==> src/rtl/qsgmii_tx_pcs.sv <==
// qsgmii_tx_pcs -- four-lane QSGMII transmit PCS.
//
// Each sub-lane turns a GMII byte stream into 8b/10b pre-encode symbols:
// idle pairs, /S/ /T/ /R/ delimiters, /V/ error propagation and SGMII
// autoneg /C/ ordered sets. The GT encoder tracks running disparity; this
// block only requests a forced-negative symbol on the first idle after a
// frame. Output latency is one cycle; all outputs are registered.
//
// Ports:
//   tx_clk                       word clock (GT txusrclk2)
//   tx_rst                       synchronous, active-high reset
//   gmii_tx_en/er [LANES]        per-lane frame valid / error
//   gmii_txd      [8*LANES]      per-lane data byte, lane n at [8n+7:8n]
//   cfg_en        [LANES]        per-lane: send autoneg /C/ ordered sets
//   cfg_word      [16*LANES]     per-lane config word, lane n at [16n+15:16n]
//   tx_data       [8*LANES]      symbol bytes to the GT
//   tx_data_is_ctl[LANES]        K-character flag
//   tx_force_disparity_negative  force negative disparity on this symbol
//   tx_drop       [LANES]        pulse: input byte discarded (protocol violation)
module qsgmii_tx_pcs #(
    parameter int LANES = 4
) (
    input  logic                  tx_clk,
    input  logic                  tx_rst,
    input  logic [LANES-1:0]      gmii_tx_en,
    input  logic [LANES-1:0]      gmii_tx_er,
    input  logic [LANES*8-1:0]    gmii_txd,
    input  logic [LANES-1:0]      cfg_en,
    input  logic [LANES*16-1:0]   cfg_word,
    output logic [LANES*8-1:0]    tx_data,
    output logic [LANES-1:0]      tx_data_is_ctl,
    output logic [LANES-1:0]      tx_force_disparity_negative,
    output logic [LANES-1:0]      tx_drop
);
    localparam logic [7:0] K28_5 = 8'hBC;
    localparam logic [7:0] K28_1 = 8'h3C;
    localparam logic [7:0] D16_2 = 8'h50;
    localparam logic [7:0] K27_7 = 8'hFB;  // /S/
    localparam logic [7:0] K29_7 = 8'hFD;  // /T/
    localparam logic [7:0] K23_7 = 8'hF7;  // /R/
    localparam logic [7:0] K30_7 = 8'hFE;  // /V/
    localparam logic [7:0] D21_5 = 8'hB5;
    localparam logic [7:0] D2_2  = 8'h42;

    typedef enum logic [2:0] {IDLE_K, IDLE_D, DATA, EOP_R, EOP_R2, CFG} state_t;

    typedef struct packed {
        logic [7:0] data;
        logic       is_ctl;
        logic       force_neg;
        logic       drop;
    } sym_t;

    for (genvar g = 0; g < LANES; g++) begin : g_lane
        // Lane 0 carries K28.1 in place of K28.5 so the receiver can find lane 0.
        localparam logic [7:0] K_IDLE = (g == 0) ? K28_1 : K28_5;

        logic        en, er, ce;
        logic [7:0]  txd;
        logic [15:0] cw;

        assign en  = gmii_tx_en[g];
        assign er  = gmii_tx_er[g];
        assign ce  = cfg_en[g];
        assign txd = gmii_txd[8*g +: 8];
        assign cw  = cfg_word[16*g +: 16];

        state_t      st, st_nx;
        logic        par;              // position of the symbol being built: 0 = even
        logic        stop, stop_nx;    // cfg_en seen low during the current ordered set
        logic        eop_q, eop_nx;    // this IDLE_K directly follows a frame's /R/
        logic [2:0]  cnt, cnt_nx;      // index within the 8-symbol C1/C2 loop
        logic [15:0] cfg_q, cfg_nx;    // config word latched at each K28.5
        sym_t        o_q, o_nx;

        always_ff @(posedge tx_clk) begin
            if (tx_rst) begin
                st    <= IDLE_K;
                par   <= 1'b0;
                stop  <= 1'b0;
                eop_q <= 1'b0;
                cnt   <= 3'd0;
                cfg_q <= 16'd0;
                o_q   <= '{data: K_IDLE, is_ctl: 1'b1, force_neg: 1'b0, drop: 1'b0};
            end else begin
                st    <= st_nx;
                par   <= ~par;
                stop  <= stop_nx;
                eop_q <= eop_nx;
                cnt   <= cnt_nx;
                cfg_q <= cfg_nx;
                o_q   <= o_nx;
            end
        end

        always_comb begin
            st_nx   = st;
            stop_nx = stop;
            cnt_nx  = cnt;
            cfg_nx  = cfg_q;
            eop_nx  = (st == EOP_R && par) || (st == EOP_R2);
            case (st)
                IDLE_K: begin
                    // The K28.5 emitted here doubles as the first symbol of C1.
                    if (ce) begin
                        st_nx   = CFG;
                        cnt_nx  = 3'd1;
                        cfg_nx  = cw;
                        stop_nx = 1'b0;
                    end else if (en) begin
                        st_nx = DATA;
                    end else begin
                        st_nx = IDLE_D;
                    end
                end
                IDLE_D: st_nx = IDLE_K;
                DATA:   if (!en) st_nx = EOP_R;
                // A second /R/ is needed only to bring the next idle back to even.
                EOP_R:  st_nx = par ? IDLE_K : EOP_R2;
                EOP_R2: st_nx = IDLE_K;
                CFG: begin
                    cnt_nx = cnt + 3'd1;
                    if (!ce) stop_nx = 1'b1;
                    if (cnt[1:0] == 2'd0) cfg_nx = cw;
                    if (cnt[1:0] == 2'd3 && (stop || !ce)) st_nx = IDLE_K;
                end
                default: st_nx = IDLE_K;
            endcase
        end

        always_comb begin
            o_nx = '{data: K_IDLE, is_ctl: 1'b1, force_neg: 1'b0, drop: 1'b0};
            case (st)
                IDLE_K: begin
                    if (en && !ce) o_nx.data = K27_7;
                    else           o_nx.force_neg = eop_q;
                    o_nx.drop = en && ce;
                end
                IDLE_D: begin
                    o_nx.data   = D16_2;
                    o_nx.is_ctl = 1'b0;
                end
                DATA: begin
                    if (!en) begin
                        o_nx.data = K29_7;
                    end else if (er) begin
                        o_nx.data = K30_7;
                    end else begin
                        o_nx.data   = txd;
                        o_nx.is_ctl = 1'b0;
                    end
                end
                EOP_R, EOP_R2: begin
                    o_nx.data = K23_7;
                    o_nx.drop = en;
                end
                CFG: begin
                    o_nx.drop = en;
                    case (cnt[1:0])
                        2'd1: begin
                            o_nx.data   = cnt[2] ? D2_2 : D21_5;
                            o_nx.is_ctl = 1'b0;
                        end
                        2'd2: begin
                            o_nx.data   = cfg_q[7:0];
                            o_nx.is_ctl = 1'b0;
                        end
                        2'd3: begin
                            o_nx.data   = cfg_q[15:8];
                            o_nx.is_ctl = 1'b0;
                        end
                        default: begin end
                    endcase
                end
                default: begin end
            endcase
        end

        assign tx_data[8*g +: 8]              = o_q.data;
        assign tx_data_is_ctl[g]              = o_q.is_ctl;
        assign tx_force_disparity_negative[g] = o_q.force_neg;
        assign tx_drop[g]                     = o_q.drop;
    end
endmodule

==> config.mk <==
export PLATFORM = sky130hd
export DESIGN_NAME = qsgmii_tx_pcs
export DESIGN_NICKNAME = d
export VERILOG_FILES = /design/src/rtl/qsgmii_tx_pcs.sv
export SDC_FILE = /design/constraint.sdc
export NUM_CORES = 1
export LEC_CHECK = 0
export CORE_MARGIN = 1.5
export CORE_UTILIZATION = 45
export DETAILED_ROUTE_END_ITERATION = 10
export PLACE_DENSITY = 0.76
export SLEW_MARGIN = 15
export SYNTH_ARGS = -nofsm -noshare
export SYNTH_HDL_FRONTEND = slang
export SYNTH_SLANG_ARGS = --single-unit
==> constraint.sdc <==
create_clock -name tx_clk -period 1.69 [get_ports tx_clk]
set_clock_uncertainty 0.05 [all_clocks]
set_input_delay 0.338 -clock tx_clk [delete_from_list [all_inputs] [get_ports tx_clk]]
set_output_delay 0.338 -clock tx_clk [all_outputs]
set_load 0.02 [all_outputs]
==> Yosys cells after proc, flatten, opt, wreduce, memory -nomap -nowiden <==
Index checks and enable logic that the tools add are counted.
{ "totals": {"regBits": 144, "inputBits": 110, "out_inout_bits": 44, "word_cells": 268} }
{ "op_classes": {"add_sub_neg": 4, "n_eq_ne": 52, "mux": 96, "bitwise": 8, "n_reduce_logical": 68} }
{ "ops": {"columns": ["op", "count"], "rows": [
  ["8-bit one-hot mux with 5 select lines", 4],
  ["16-bit two-way mux", 8],
  ["16-bit one-hot mux with 2 select lines", 4],
  ["9-bit one-hot mux with 3 select lines", 4],
  ["8-bit two-way mux", 13],
  ["3-bit two-way mux", 20],
  ["3-bit one-hot mux with 4 select lines", 4],
  ["2-bit inequality test, second input constant", 20],
  ["3-bit by 2-bit == test with 1-bit output, second input constant", 8],
  ["3-bit == test, second input constant", 8],
  ["3-bit one-hot mux with 2 select lines", 4],
  ["3-bit AND reduction", 8],
  ["3-bit OR reduction", 8],
  ["7-bit two-way mux", 3],
  ["2-bit == test, second input constant", 8],
  ["1-bit logical AND", 16],
  ["1-bit two-way mux", 16],
  ["1-bit one-hot mux with 2 select lines", 8],
  ["2-bit AND reduction", 8],
  ["3-bit by 1-bit adder with 3-bit output, second input constant", 4],
  ["3-bit by 1-bit == test with 1-bit output, second input constant", 4],
  ["3-bit zero test", 4],
  ["1-bit one-hot mux with 3 select lines", 4],
  ["2-bit by 1-bit == test with 1-bit output, second input constant", 4],
  ["other kinds (7)", 36]
]} }

==> Depth between registers and ports, before layout <==
{ "logic_depth": {"word_depth": 5, "ltp_mapped": 7, "ltp_nobuf": 6} }

==> Worst setup path before layout <==
Ideal clock, no wire load.
{ "synth_timing": {"path_kind": "flip-flop to flip-flop", "from": "register g_lane[1].st[2]", "to": "register g_lane[1].cfg_q[10]", "setup_time_ns": 0.128, "arrival_time_ns": 1.484, "required_time_ns": 1.512, "path_slack_ns": 0.028, "path_stages_with_launch": 7, "n_path_buf": 2, "period_less_slack_ns": 1.662, "path_cell_list": "dfxtp_1 -> buf_2 -> or3b_4 -> a21oi_4 -> buf_12 -> mux2i_1 -> nor2_1"} }
{ "synth_between": {"elab_chain_len": 3, "elab_cells_between_ends": 7, "classes_between": "eq/ne: 3; mux: 1; reduce/logical: 3"} }
{ "synth_rtl": {"columns": ["element", "line", "source"], "rows": [
  ["start, declared", "68", "state_t st, st_nx;"],
  ["start signal, assigned", "86", "st <= st_nx;"],
  ["3-bit == test or 3-bit zero test (tied branches)", "102", "case (st)"],
  ["2-bit inequality test (no line) or 2-bit nonzero test (tied branches)", null, null],
  ["3-bit AND reduction (no line)", null, null],
  ["end signal, assigned", "91", "cfg_q <= cfg_nx;"],
  ["end, declared", "73", "logic [15:0] cfg_q, cfg_nx;"]
]} }
Parallel ways exist; a longest one is shown, timed or not.
A chain may end at the register's enable or synchronous reset.

==> Final worst setup path <==
{ "layout_timing": {"from": "register g_lane[3].cnt[1]", "to": "register g_lane[3].o_q (netlist bit tx_data[31])"} }
{ "layout_between": {"elab_chain_len": 3, "elab_cells_between_ends": 5, "classes_between": "eq/ne: 3; mux: 2"} }
{ "layout_rtl": {"columns": ["element", "line", "source"], "rows": [
  ["start, declared", "72", "logic [2:0] cnt, cnt_nx;"],
  ["start signal, assigned", "90", "cnt <= cnt_nx;"],
  ["2-bit == test or 2-bit by 1-bit == test with 1-bit output (tied branches)", "159", "case (cnt[1:0])"],
  ["9-bit one-hot mux with 3 select lines *", "159", null],
  ["8-bit one-hot mux with 5 select lines *", "133", "case (st)"],
  ["end signal, assigned", "84", "o_q <= '{data: K_IDLE, is_ctl: 1'b1, force_neg: 1'b0, drop: 1'b0};"],
  ["end signal, assigned", "92", "o_q <= o_nx;"],
  ["end, declared", "74", "sym_t o_q, o_nx;"]
]} }
Mark *: on every way between the ends. The rest lies on a longest branch, timed or not.

==> reports/results.ini <==
[worst_setup_path]
critical_path_class=reg2reg
cp-end-kind=flop
cp.arrival_ns=1.91
cp.required_ns=1.92
cp-start-kind=flop
path_max_fanout=4

[routing]
detail_route.wl_per_cell_um=16.3
routed_via_density=5.61
ant_nets=0
drt_iter0_drc=562
vias=6209
dr.pass1.iters=5
drc=0
routed_wl_um=18100

[power]
cellLeakagePower_nw=3.74
pwr_density_cell_mw_per_mm2=1030
ir_drop_mv=0.766
power_mw=9.58

[cells_and_area]
final_cells=1106
final_nets=1040
layout_common_cells=dfxtp_1, nor2_1, clkdlybuf4s50_1
layout_commonest_cell=dfxtp_1
insertedDiodeCount=0
synthToLayoutAreaGrowth_pct=41.9
layout-drive-gt1-share_pct=14.6

[synth]
seq_area_frac_synth_pct=43.9
ys.flop_type=dfxtp_1
syn_avg_cell_area_um2=9.14
synth.largest_area_cell=dfxtp_1
syn_area_mm2=0.00656
async_flop_share_pct=0
netlist.area_leader.share_pct=43.9
yosysUniqueCellTypes=62
yosys-top-cells-area=dfxtp_1, mux2i_1, nor2_1
synth-edff-count=0
yosys_warnings=0
synth_seq_cells=144
synth_nets=844
syn_inst=718

[die]
coreArea_mm2=0.0140
dieArea_mm2=0.0153
die_w_um=124
row_count=43
io-pin-count=154
start_util_pct=46.7
die_h_um=124

[placement]
dp_cells=1073
dp_hpwl_um=12900
gp_congestion=0.861
placement.io_buffers=153

[timing]
finalSetupViolCount=0
maxSlewHeadroom_pct=72.1
min_period_over_period_pct=99.1
worstMarginPinSlew_ns=0.418
tns_ns=0
drv_slew=0
max_freq_mhz=597
fin_crit_ns=1.67
rsz0062_at_grt=yes
hold_viol_final=0

[clocking]
clkTransAtPathRegs_ns=0.06
numCtsBuffers=17
root_buffer=clkbuf_16
cts.sinks=144
tritoncts=yes
clockBufferDepth=2
h-tree-depth=4
clk-insertion-delay-late_ns=0.42

[global_routing]
grt_overflow=0
grt_first_pass_wirelength_um=28500
grt.total_usage_pct=23.6
grt_pass1_vias=6054
grt_max_degree=40
antenna_found_initial=0

[min_path]
holdCritPathClass=in2reg

[outcome]
status=completed

[run]
maxCapViolations=0

## sequential cells by signal, summed over array words and instances (netlist names)
name and count:
g_lane.cfg_q 64, tx_data 32, g_lane.cnt 12, g_lane.st 12, g_lane.eop_q 4, g_lane.par 4
g_lane.stop 4, tx_data_is_ctl 4, tx_drop 4, tx_force_disparity_negative 4
## area by class of cell
cell class,instances,area [µm²]
clock buffers,22,474
clock inverters,9,85.1
fillers,1109,4740
inverters,24,90.1
multi-input cells,501,3420
flip-flops and latches,144,2890
well taps,180,225
repair buffers,226,2130
## cell usage after synthesis (all sizes together), types with 4 or more instances
cell type  count
nor3          14
a221oi        19
o21a           4
inv           24
dfxtp        144
and3b          6
o21ai         34
nand3         12
a211oi         4
nand2b        18
or3            8
and3           5
nor4           5
or3b           7
a22oi          5
a21o           4
nand3b         6
ha            16
a222oi        10
o211ai        16
nand2         25
nor2         113
a21oi         45
mux2i         64
nor2b         10
o221ai         5
buf           19
clkbuf        30
## power by group
group	total [mW]	internal [mW]	switching (mW)
Clock	3.54	2.13	1.42
Combinational	2.14	1.08	1.06
Sequential	3.90	3.71	0.190
Total	9.58	6.91	2.67
## stage by stage
step,hold slack (ns),cell area (µm²),util [%],worst slack [ns]
final,0.278,9310,66.3,0.0153
after global routing,0.289,9310,66.3,-0.0634
after CTS,0.271,9160,65.2,0.00102
after detailed placement,0.382,8650,61.6,-0.335
after global placement,0.369,8650,61.6,-0.294
after floorplan,0.356,6560,-,0.0280
## final timing paths
check,startpoint,to,slack [ns],depth (start not counted)
setup reg to reg,g_lane[3].cnt[1],tx_data[31],0.02,7
hold reg to reg,g_lane[3].par,g_lane[3].par,0.39,1
setup / recovery,g_lane[3].cnt[1],tx_data[31],0.02,7
hold / removal,cfg_en[3],g_lane[3].cnt[2],0.28,3
## metal layers
layer	track usage, %	routed length [µm]	share of wire [%]	vias to the layer above
li1	-	-	-	2992
met1	29.5	7810	43	2941
met2	40.1	8870	49	241
met3	4.85	1040	5.8	35
met4	8.84	348	1.9	0
met5	0	0	0	-
## kinds of logic after synthesis
kind of cell,Yosys count,synth area share [%]
simple gates,241,18.3
compound gates,174,18.9
flops,144,43.9
buf+inv,73,5.32
mux,64,9.77
fa+ha+maj,16,3.05
xor+xnor,6,0.801
## timing repair
item / 4_1_cts / 5_1_grt
setup buffers: 0 / 0
setup endpoints to repair: 64 / 70
resized for setup: 46 / 25
hold endpoints to repair: 0 / 0
hold buffers: 0 / 0
gates cloned: 0 / 2
pin swaps: 0 / 5
## critical path, cell delays in order, from the launching register on
cell	delay, ns
dfxtp_1	0.38
inv_1	0.12
ha_1	0.22
nand2b_1	0.10
nand2b_1	0.08
buf_4	0.15
a221oi_1	0.31
o211ai_1	0.14
No activity file was read; power rests on OpenSTA's default activity.
